===== config.mk =====
export PLATFORM = sky130hd
export DESIGN_NAME = hazard_scoreboard
export DESIGN_NICKNAME = d
export VERILOG_FILES = /design/src/rtl/hazard_pkg.sv /design/src/rtl/md_busy_counter.sv /design/src/rtl/hazard_scoreboard.sv
export SDC_FILE = /design/constraint.sdc
export NUM_CORES = 1
export LEC_CHECK = 0
export ABC_AREA = 1
export CAP_MARGIN = 40
export CORE_ASPECT_RATIO = 0.8
export CORE_MARGIN = 2
export CORE_UTILIZATION = 54
export DETAILED_ROUTE_END_ITERATION = 10
export PLACE_DENSITY = 0.79
export SLEW_MARGIN = 20
export SYNTH_ARGS = -nofsm -noshare
export SYNTH_HDL_FRONTEND = slang
export SYNTH_SLANG_ARGS = --single-unit
export TNS_END_PERCENT = 5

===== constraint.sdc =====
create_clock -name clk -period 2.9 [get_ports clk]
set_input_delay 0.87 -clock clk [delete_from_list [all_inputs] [get_ports clk]]
set_output_delay 0.87 -clock clk [all_outputs]
set_load 0.005 [all_outputs]

===== src/rtl/hazard_pkg.sv =====
// Shared types and comparison helpers for the hazard scoreboard.
// Entry fields are sized for the widest supported configuration; narrower instances zero-extend.
package hazard_pkg;

    localparam int HZ_ADDR_MAX = 8;
    localparam int HZ_TNEW_MAX = 4;

    localparam logic [1:0] FWD_RF = 2'd0;
    localparam logic [1:0] FWD_W  = 2'd1;
    localparam logic [1:0] FWD_M  = 2'd2;
    localparam logic [1:0] FWD_E  = 2'd3;

    typedef struct packed {
        logic                   valid;
        logic [HZ_ADDR_MAX-1:0] a3;
        logic [HZ_TNEW_MAX-1:0] tnew;
        logic [HZ_ADDR_MAX-1:0] rs;
        logic [HZ_ADDR_MAX-1:0] rt;
    } hz_entry_t;

    // A Tuse of all-ones (at the instance's TNEW_W) marks an operand that is never read.
    function automatic logic tuse_unused(input logic [HZ_TNEW_MAX-1:0] tuse, input int w);
        return tuse == HZ_TNEW_MAX'((1 << w) - 1);
    endfunction

    // The single producer/consumer comparison; register 0 never matches.
    function automatic logic hz_match(input hz_entry_t e, input logic [HZ_ADDR_MAX-1:0] src);
        return e.valid && (e.a3 == src) && (src != '0);
    endfunction

    function automatic logic hz_ready(input hz_entry_t e, input logic [HZ_ADDR_MAX-1:0] src);
        return hz_match(e, src) && (e.tnew == '0);
    endfunction

    function automatic logic hz_pending(input hz_entry_t e, input logic [HZ_ADDR_MAX-1:0] src,
                                        input logic [HZ_TNEW_MAX-1:0] tuse);
        return hz_match(e, src) && (e.tnew > tuse);
    endfunction

    function automatic logic [HZ_TNEW_MAX-1:0] tnew_dec(input logic [HZ_TNEW_MAX-1:0] t);
        return (t == '0) ? '0 : t - 1'b1;
    endfunction

endpackage


===== src/rtl/md_busy_counter.sv =====
// Mult/div busy countdown; a new start always reloads, so the latest operation wins.
module md_busy_counter #(
    parameter int MULT_CYCLES = 5,
    parameter int DIV_CYCLES  = 10
) (
    input  logic clk,
    input  logic reset,
    input  logic start_i,
    input  logic is_div_i,
    output logic busy_o
);
    localparam int MAXC  = (MULT_CYCLES > DIV_CYCLES) ? MULT_CYCLES : DIV_CYCLES;
    localparam int CNT_W = $clog2(MAXC + 1);

    logic [CNT_W-1:0] cnt_q, cnt_d;

    always_comb begin
        cnt_d = cnt_q;
        if (start_i)
            cnt_d = is_div_i ? CNT_W'(DIV_CYCLES) : CNT_W'(MULT_CYCLES);
        else if (cnt_q != '0)
            cnt_d = cnt_q - 1'b1;
    end

    always_ff @(posedge clk) begin
        if (reset) cnt_q <= '0;
        else       cnt_q <= cnt_d;
    end

    assign busy_o = (cnt_q != '0);

endmodule


===== src/rtl/hazard_scoreboard.sv =====
// E/M/W register-write scoreboard: raises load-use / mult-div stalls and picks forwarding sources.
module hazard_scoreboard
    import hazard_pkg::*;
#(
    parameter int ADDR_W      = 5,
    parameter int TNEW_W      = 2,
    parameter int MULT_CYCLES = 5,
    parameter int DIV_CYCLES  = 10
) (
    input  logic              clk,
    input  logic              reset,
    input  logic [ADDR_W-1:0] D_Rs,
    input  logic [ADDR_W-1:0] D_Rt,
    input  logic [TNEW_W-1:0] D_Tuse_Rs,
    input  logic [TNEW_W-1:0] D_Tuse_Rt,
    input  logic [ADDR_W-1:0] D_A3,
    input  logic              D_RegWrite,
    input  logic [TNEW_W-1:0] D_Tnew,
    input  logic              D_MdUse,
    input  logic              E_MdStart,
    input  logic              E_MdIsDiv,
    input  logic              flush,
    output logic              stall,
    output logic [1:0]        D_FwdRs_Sel,
    output logic [1:0]        D_FwdRt_Sel,
    output logic [1:0]        E_FwdRs_Sel,
    output logic [1:0]        E_FwdRt_Sel,
    output logic              M_FwdRt_Sel,
    output logic              md_busy
);
    hz_entry_t e_q, m_q, w_q;
    hz_entry_t e_d, m_d, w_d;

    logic [HZ_ADDR_MAX-1:0] d_rs, d_rt, d_a3;
    logic [HZ_TNEW_MAX-1:0] tuse_rs, tuse_rt, d_tnew;
    logic                   hz_stall, md_stall, cnt_busy;

    assign d_rs    = HZ_ADDR_MAX'(D_Rs);
    assign d_rt    = HZ_ADDR_MAX'(D_Rt);
    assign d_a3    = HZ_ADDR_MAX'(D_A3);
    assign tuse_rs = HZ_TNEW_MAX'(D_Tuse_Rs);
    assign tuse_rt = HZ_TNEW_MAX'(D_Tuse_Rt);
    assign d_tnew  = HZ_TNEW_MAX'(D_Tnew);

    md_busy_counter #(
        .MULT_CYCLES(MULT_CYCLES),
        .DIV_CYCLES (DIV_CYCLES)
    ) u_md (
        .clk     (clk),
        .reset   (reset),
        .start_i (E_MdStart),
        .is_div_i(E_MdIsDiv),
        .busy_o  (cnt_busy)
    );

    // Outputs are masked while reset is asserted so state still settling cannot leak out.
    assign md_busy  = cnt_busy && !reset;
    assign md_stall = D_MdUse && (md_busy || E_MdStart);
    assign hz_stall = !reset && (
        (!tuse_unused(tuse_rs, TNEW_W) &&
            (hz_pending(e_q, d_rs, tuse_rs) || hz_pending(m_q, d_rs, tuse_rs))) ||
        (!tuse_unused(tuse_rt, TNEW_W) &&
            (hz_pending(e_q, d_rt, tuse_rt) || hz_pending(m_q, d_rt, tuse_rt))));
    assign stall = hz_stall || md_stall;

    always_comb begin
        D_FwdRs_Sel = FWD_RF;
        D_FwdRt_Sel = FWD_RF;
        E_FwdRs_Sel = FWD_RF;
        E_FwdRt_Sel = FWD_RF;
        M_FwdRt_Sel = 1'b0;
        if (!reset) begin
            D_FwdRs_Sel = hz_ready(e_q, d_rs) ? FWD_E : hz_ready(m_q, d_rs) ? FWD_M :
                          hz_ready(w_q, d_rs) ? FWD_W : FWD_RF;
            D_FwdRt_Sel = hz_ready(e_q, d_rt) ? FWD_E : hz_ready(m_q, d_rt) ? FWD_M :
                          hz_ready(w_q, d_rt) ? FWD_W : FWD_RF;
            E_FwdRs_Sel = hz_ready(m_q, e_q.rs) ? FWD_M : hz_ready(w_q, e_q.rs) ? FWD_W : FWD_RF;
            E_FwdRt_Sel = hz_ready(m_q, e_q.rt) ? FWD_M : hz_ready(w_q, e_q.rt) ? FWD_W : FWD_RF;
            M_FwdRt_Sel = hz_ready(w_q, m_q.rt);
        end
    end

    // Tnew is counted from E entry, so it is loaded as-is and only ages on E->M and M->W.
    always_comb begin
        e_d = '0;
        if (!(stall || flush)) begin
            e_d.valid = D_RegWrite && (d_a3 != '0);
            e_d.a3    = d_a3;
            e_d.tnew  = d_tnew;
            e_d.rs    = d_rs;
            e_d.rt    = d_rt;
        end
        m_d      = e_q;
        m_d.tnew = tnew_dec(e_q.tnew);
        w_d      = m_q;
        w_d.tnew = tnew_dec(m_q.tnew);
    end

    always_ff @(posedge clk) begin
        if (reset) begin
            e_q <= '0;
            m_q <= '0;
            w_q <= '0;
        end else begin
            e_q <= e_d;
            m_q <= m_d;
            w_q <= w_d;
        end
    end

endmodule


* Word-level counts from Yosys, hierarchy flattened
Index checks and enable logic that the tools add are counted.
Storage, ports and cells: bits in registers 67, bits in read-only memories 0, memory bits (writable) 0, input bits 28, latch bits 0, output and inout bits 11, word-level logic and storage cells 121, memories kept 0
Cells by class: reduce and logical (&&, ||, !) cells 66, add/sub/neg operators 3, shift operators 0, multiplexer cells 18, equal/unequal tests 13, divide/modulo/power cells 0, multipliers 0, order comparisons 4, bitwise gates (word level) 0
Operators with widths (count):
- $eq A8 B5 Y1 | 6
- $reduce_bool A8 Y1 | 6
- $logic_and A1 B1 Y1 | 43
- $eq A8 B8 Y1 | 5
- $mux W2 | 10
- $gt A4 B2 Y1 | 4
- $logic_not A4 Y1 | 3
- $mux W4 | 3
- $sub A4 B1 Y4 const B | 3
- $logic_or A1 B1 Y1 | 6
- $reduce_or A2 Y1 | 3
- $mux W1 | 5
- $eq A2 B2 Y1 const B | 2
- $reduce_bool A4 Y1 | 1
- $logic_not A1 Y1 | 3
- $reduce_bool A2 Y1 | 1

* Depth between registers and ports, before layout
depth in word-level cells 11, gate-level depth with buffers 14, mapped depth without buffers 13

* Cells and area by module
Synthesis repeated with hierarchy kept, for this count alone.
Second synthesis, totals: cells, all modules 393, area, all modules 2735.1 um^2
By module, submodules not included:
- hazard_scoreboard | instances 1, sequential area each 840.8 um^2, cells each 353, area each 2486.1 um^2
- md_busy_counter | instances 1, sequential area each 80.1 um^2, cells each 40, area each 249.0 um^2

* Least setup slack after synthesis
Ideal clock, no wire load.
path kind input to output, from input port D_Tuse_Rt[1], to output port stall, buffers on the path 0, required time 2.030 ns, cell stages on the path 12, setup slack 0.215 ns, arrival 1.815 ns, path through inv_1 > ha_1 > inv_1 > nor2_1 > o21ai_0 > nand2_1 > nand3_1 > nand2_1 > nand2_1 > nand2_2 > nand2_4 > nand2_1
On the way: word-level cells in the longest chain between the ends 7, elaborated cells on any way between the ends 11, classes of those cells 2 x order compare; 1 x eq/ne; 8 x reduce/logical
Ends and longest elaborated chain:
- from (decl) | RTL line hazard_scoreboard.sv:15 | input logic [TNEW_W-1:0] D_Tuse_Rt,
- $gt A4 B2 Y1 | RTL line hazard_pkg.sv:37 | return hz_match(e, src) && (e.tnew > tuse);
- $logic_and A1 B1 Y1 | RTL line hazard_pkg.sv:37
- $logic_or A1 B1 Y1 | RTL line hazard_scoreboard.sv:63 | (hz_pending(e_q, d_rt, tuse_rt) || hz_pending(m_q, d_rt, tuse_rt))));
- $logic_and A1 B1 Y1 * | RTL line hazard_scoreboard.sv:62 | (!tuse_unused(tuse_rt, TNEW_W) &&
- $logic_or A1 B1 Y1 * | RTL line hazard_scoreboard.sv:61 | (hz_pending(e_q, d_rs, tuse_rs) || hz_pending(m_q, d_rs, tuse_rs))) ||
- $logic_and A1 B1 Y1 * | RTL line hazard_scoreboard.sv:59 | assign hz_stall = !reset && (
- $logic_or A1 B1 Y1 * | RTL line hazard_scoreboard.sv:64 | assign stall = hz_stall || md_stall;
- to (decl) | RTL line hazard_scoreboard.sv:23 | output logic stall,
Every way passes the cells marked *; elsewhere a longest branch is shown, timed or not.

* Worst setup path in the final report
from input port D_Rt[3], to output port D_FwdRt_Sel[0]
On the way: word-level cells in the longest chain between the ends 8, elaborated cells on any way between the ends 17, classes of those cells 3 x eq/ne; 4 x mux; 10 x reduce/logical
Ends and longest elaborated chain:
- from (decl) | RTL line hazard_scoreboard.sv:13 | input logic [ADDR_W-1:0] D_Rt,
- $eq A8 B5 Y1 | RTL line hazard_pkg.sv:28 | return e.valid && (e.a3 == src) && (src != '0);
- $logic_and A1 B1 Y1 (2 in a row) | RTL line hazard_pkg.sv:28
- $logic_and A1 B1 Y1 | RTL line hazard_pkg.sv:32 | return hz_match(e, src) && (e.tnew == '0);
- $mux W1 | RTL line hazard_scoreboard.sv:76 | hz_ready(w_q, d_rt) ? FWD_W : FWD_RF;
- $mux W2 | RTL line hazard_scoreboard.sv:75 | D_FwdRt_Sel = hz_ready(e_q, d_rt) ? FWD_E : hz_ready(m_q, d_rt) ? FWD_M :
- $mux W2 * | RTL line hazard_scoreboard.sv:75
- $mux W2 * | RTL line hazard_scoreboard.sv:72 | if (!reset) begin
- to (decl) | RTL line hazard_scoreboard.sv:25 | output logic [1:0] D_FwdRt_Sel,
Marks and branches as above.

==> flow_metrics.env <==
export IMPL_hp_class="reg -> reg"
export IMPL_grt_pass1_wl_um=11600
export IMPL_cp_num_buf_inv=3
export IMPL_p_leak_uw=0.00160
export IMPL_power_density_mw_per_mm2=419
export IMPL_gp_congestion=0.877
export IMPL_grt_setup_unrepaired="true"
export IMPL_drtIter0Drc=134
export IMPL_ys_seq_area_share_pct=34.2
export IMPL_grt_start_max_net_pins=19
export IMPL_cts_root_buf="clkbuf_8"
export IMPL_die_x_um=83.0
export IMPL_place_ws_ns=-0.821
export IMPL_cts_sinks=46
export IMPL_async_reset_ff_share_pct=0
export IMPL_critical_path_top_delay_family="simple AND/OR/NAND/NOR gates"
export IMPL_cts_tree="built"
export IMPL_fmax_mhz=340
export IMPL_finalCritPeriodShare_pct=101
export IMPL_drtPass1Iterations=5
export IMPL_die_y_um=67.2
export IMPL_end_kind="primary output"
export IMPL_clock_path_buffers=2
export IMPL_synth_warning_count=0
export IMPL_drive_above_1_share_pct=26.8
export IMPL_syn_inst=395
export IMPL_antennaDiodeCount=0
export IMPL_syn_mean_instance_area_um2=6.82
export IMPL_crit_chain="clkbuf_2, inv_2, a21oi_2, nand4_1, nor3_2, nand4_1, a21oi_2, dlygate4sd2_1"
export IMPL_portBuffers=38
export IMPL_drt_wl_total_um=7260
export IMPL_worst_ep_arrival_time_ns=2.07
export IMPL_vdd_ir_drop_max_mv=0.316
export IMPL_crit_type="in -> out"
export IMPL_syn_area_mm2=0.00269
export IMPL_cts_buffers=5
export IMPL_fin_nets=501
export IMPL_synth_cell_type_count=31
export IMPL_maxCapViolCount=0
export IMPL_startpoint_type="primary input"
export IMPL_rows=22
export IMPL_fp_dieArea_mm2=0.00557
export IMPL_synth_edf_count=0
export IMPL_failed_checks="setup timing"
export IMPL_antenna_found_initial=0
export IMPL_syn_nets=435
export IMPL_grt_pass1_vias=2593
export IMPL_drv_slew=0
export IMPL_fin_hold_ws_ns=0.413
export IMPL_h_tree_depth=2
export IMPL_synth_top_cells_by_count="nand2_1 (79), nor2_1 (63), inv_1 (49)"
export IMPL_wire_per_inst_um=13.9
export IMPL_clk_pin_slew_ns=0.08
export IMPL_synth_ff_type="dfxtp_1"
export IMPL_crit_required_ns=2.03
export IMPL_drc=0
export IMPL_start_util_pct=57.2
export IMPL_grt_overflow=0
export IMPL_slowest_stage="dlygate4sd2_1"
export IMPL_fin_cells=522
export IMPL_postCtsHoldBufs=0
export IMPL_fin_util_pct=74.6
export IMPL_synth_seq_cells=46
export IMPL_synth_top_cell_area_share_pct=34.2
export IMPL_detail_route_antenna_nets=0
export IMPL_stdcell_area_mm2=0.00351
export IMPL_groute_usage_overall_pct=26.1
export IMPL_timing_final_crit_period_ns=2.94
export IMPL_dp_cells=510
export IMPL_fin_skew_ns=0.00808
export IMPL_io_pins=39
export IMPL_synth_most_common_cell="nand2_1"
export IMPL_viasPerCell=5.21
export IMPL_dpl_cell_area_mm2=0.00330
export IMPL_hold_viol_final=0
export IMPL_route_vias_total=2722
export IMPL_place_hpwl_um=5350
export IMPL_path_max_fanout=5
export IMPL_clk_latency_ns=0.30
export IMPL_outcome="finished, violations left"
export IMPL_syn2layout_area_growth_pct=30.4
export IMPL_max_stage_delay_ns=0.24
export IMPL_core_area_mm2=0.00471
export IMPL_setup_ws_ns=-0.0397
export IMPL_setup_viol=2
export IMPL_synth_area_leaders="dfxtp_1 (34%), nand2_1 (11%), nor2_1 (8.8%)"
export IMPL_synth_area_leader_cell="dfxtp_1"
-- kinds of logic (layout without fill, tap and decap cells) --
family	Yosys count	in the layout	share of synthesized area [%]
AND/OR/NAND/NOR	205	205	35.2
buffers and inverters	72	139	10.6
flip-flops	46	46	34.2
AO/OA/AOI/OAI	42	42	8.78
XOR/XNOR	17	17	5.53
adder cells (fa/ha/maj)	12	12	5.57
other	1	1	0.139
-- state kept, by name (all words and copies together), names as in the netlist --
name,count
m_q,14
e_q,18
w_q,10
u_md.cnt_q,4
-- metrics by stage --
step	power (uW)	TNS (ns)
global route	1540	-0.413
detailed placement	982	-6.35
floorplan	861	0
finish	1470	-0.0622
global placement	978	-6.23
CTS	1460	-0.931
-- layout make-up --
class / count / area [um2]
sequential: 46 / 921
multi-input combinational: 277 / 1650
timing repair buffer: 65 / 512
tap: 60 / 75.1
clock inverter: 2 / 37.5
fill: 388 / 1190
clock buffer: 6 / 72.6
inverter: 66 / 250
-- cell usage in the layout, fill, tap and decap left out, drive strengths merged --
cell,synthesis,routed
dfxtp,46,46
nand4,7,7
clkinvlp,0,1
conb,1,1
clkdlybuf4s50,0,13
nor2,78,78
ha,12,12
o2111ai,1,1
inv,63,63
a221oi,1,1
clkbuf,4,21
nand2,83,83
o22ai,4,4
a2111oi,2,2
a21oi,22,22
xnor2,11,11
o221ai,1,1
nand3,19,19
dlygate4sd2,0,5
bufinv,0,1
clkdlybuf4s15,0,3
xor2,6,6
o21ai,10,10
o211ai,1,1
clkinv,3,3
nor4,7,7
nor3,11,11
buf,2,29
-- layer usage --
| metal | vias to the layer above | global-route usage (%) | wire length (um) |
|---|---|---|---|
| met4 | 0 | 7.38 | 163 |
| met5 | - | 0 | 0 |
| met2 | 95 | 45.6 | 3370 |
| met1 | 1227 | 33.7 | 3250 |
| met3 | 19 | 5.01 | 484 |
| li1 | 1381 | - | - |
-- final timing paths --
kind	from	endpoint	slack (ns)	depth (start not counted)
hold reg to reg	e_q[16]	m_q[16]	0.41	1
hold / removal	e_q[16]	m_q[16]	0.41	1
setup / recovery	D_Rt[3]	D_FwdRt_Sel[0]	-0.04	8
setup reg to reg	m_q[23]	e_q[24]	1.06	14
-- timing repair --
| item | CTS | global route |
|---|---|---|
| gates resized for setup | 53 | 54 |
| setup endpoints to repair | 11 | 9 |
| setup buffers | 4 | 0 |
| pin swaps | 15 | 26 |
-- where the power goes --
part           internal, uW  switching, uW  total [uW]
logic                   137            170         307
registers               660           24.3         685
clock network           257            222         479
total                  1050            417        1470
No activity file was read; power rests on OpenSTA's default activity.
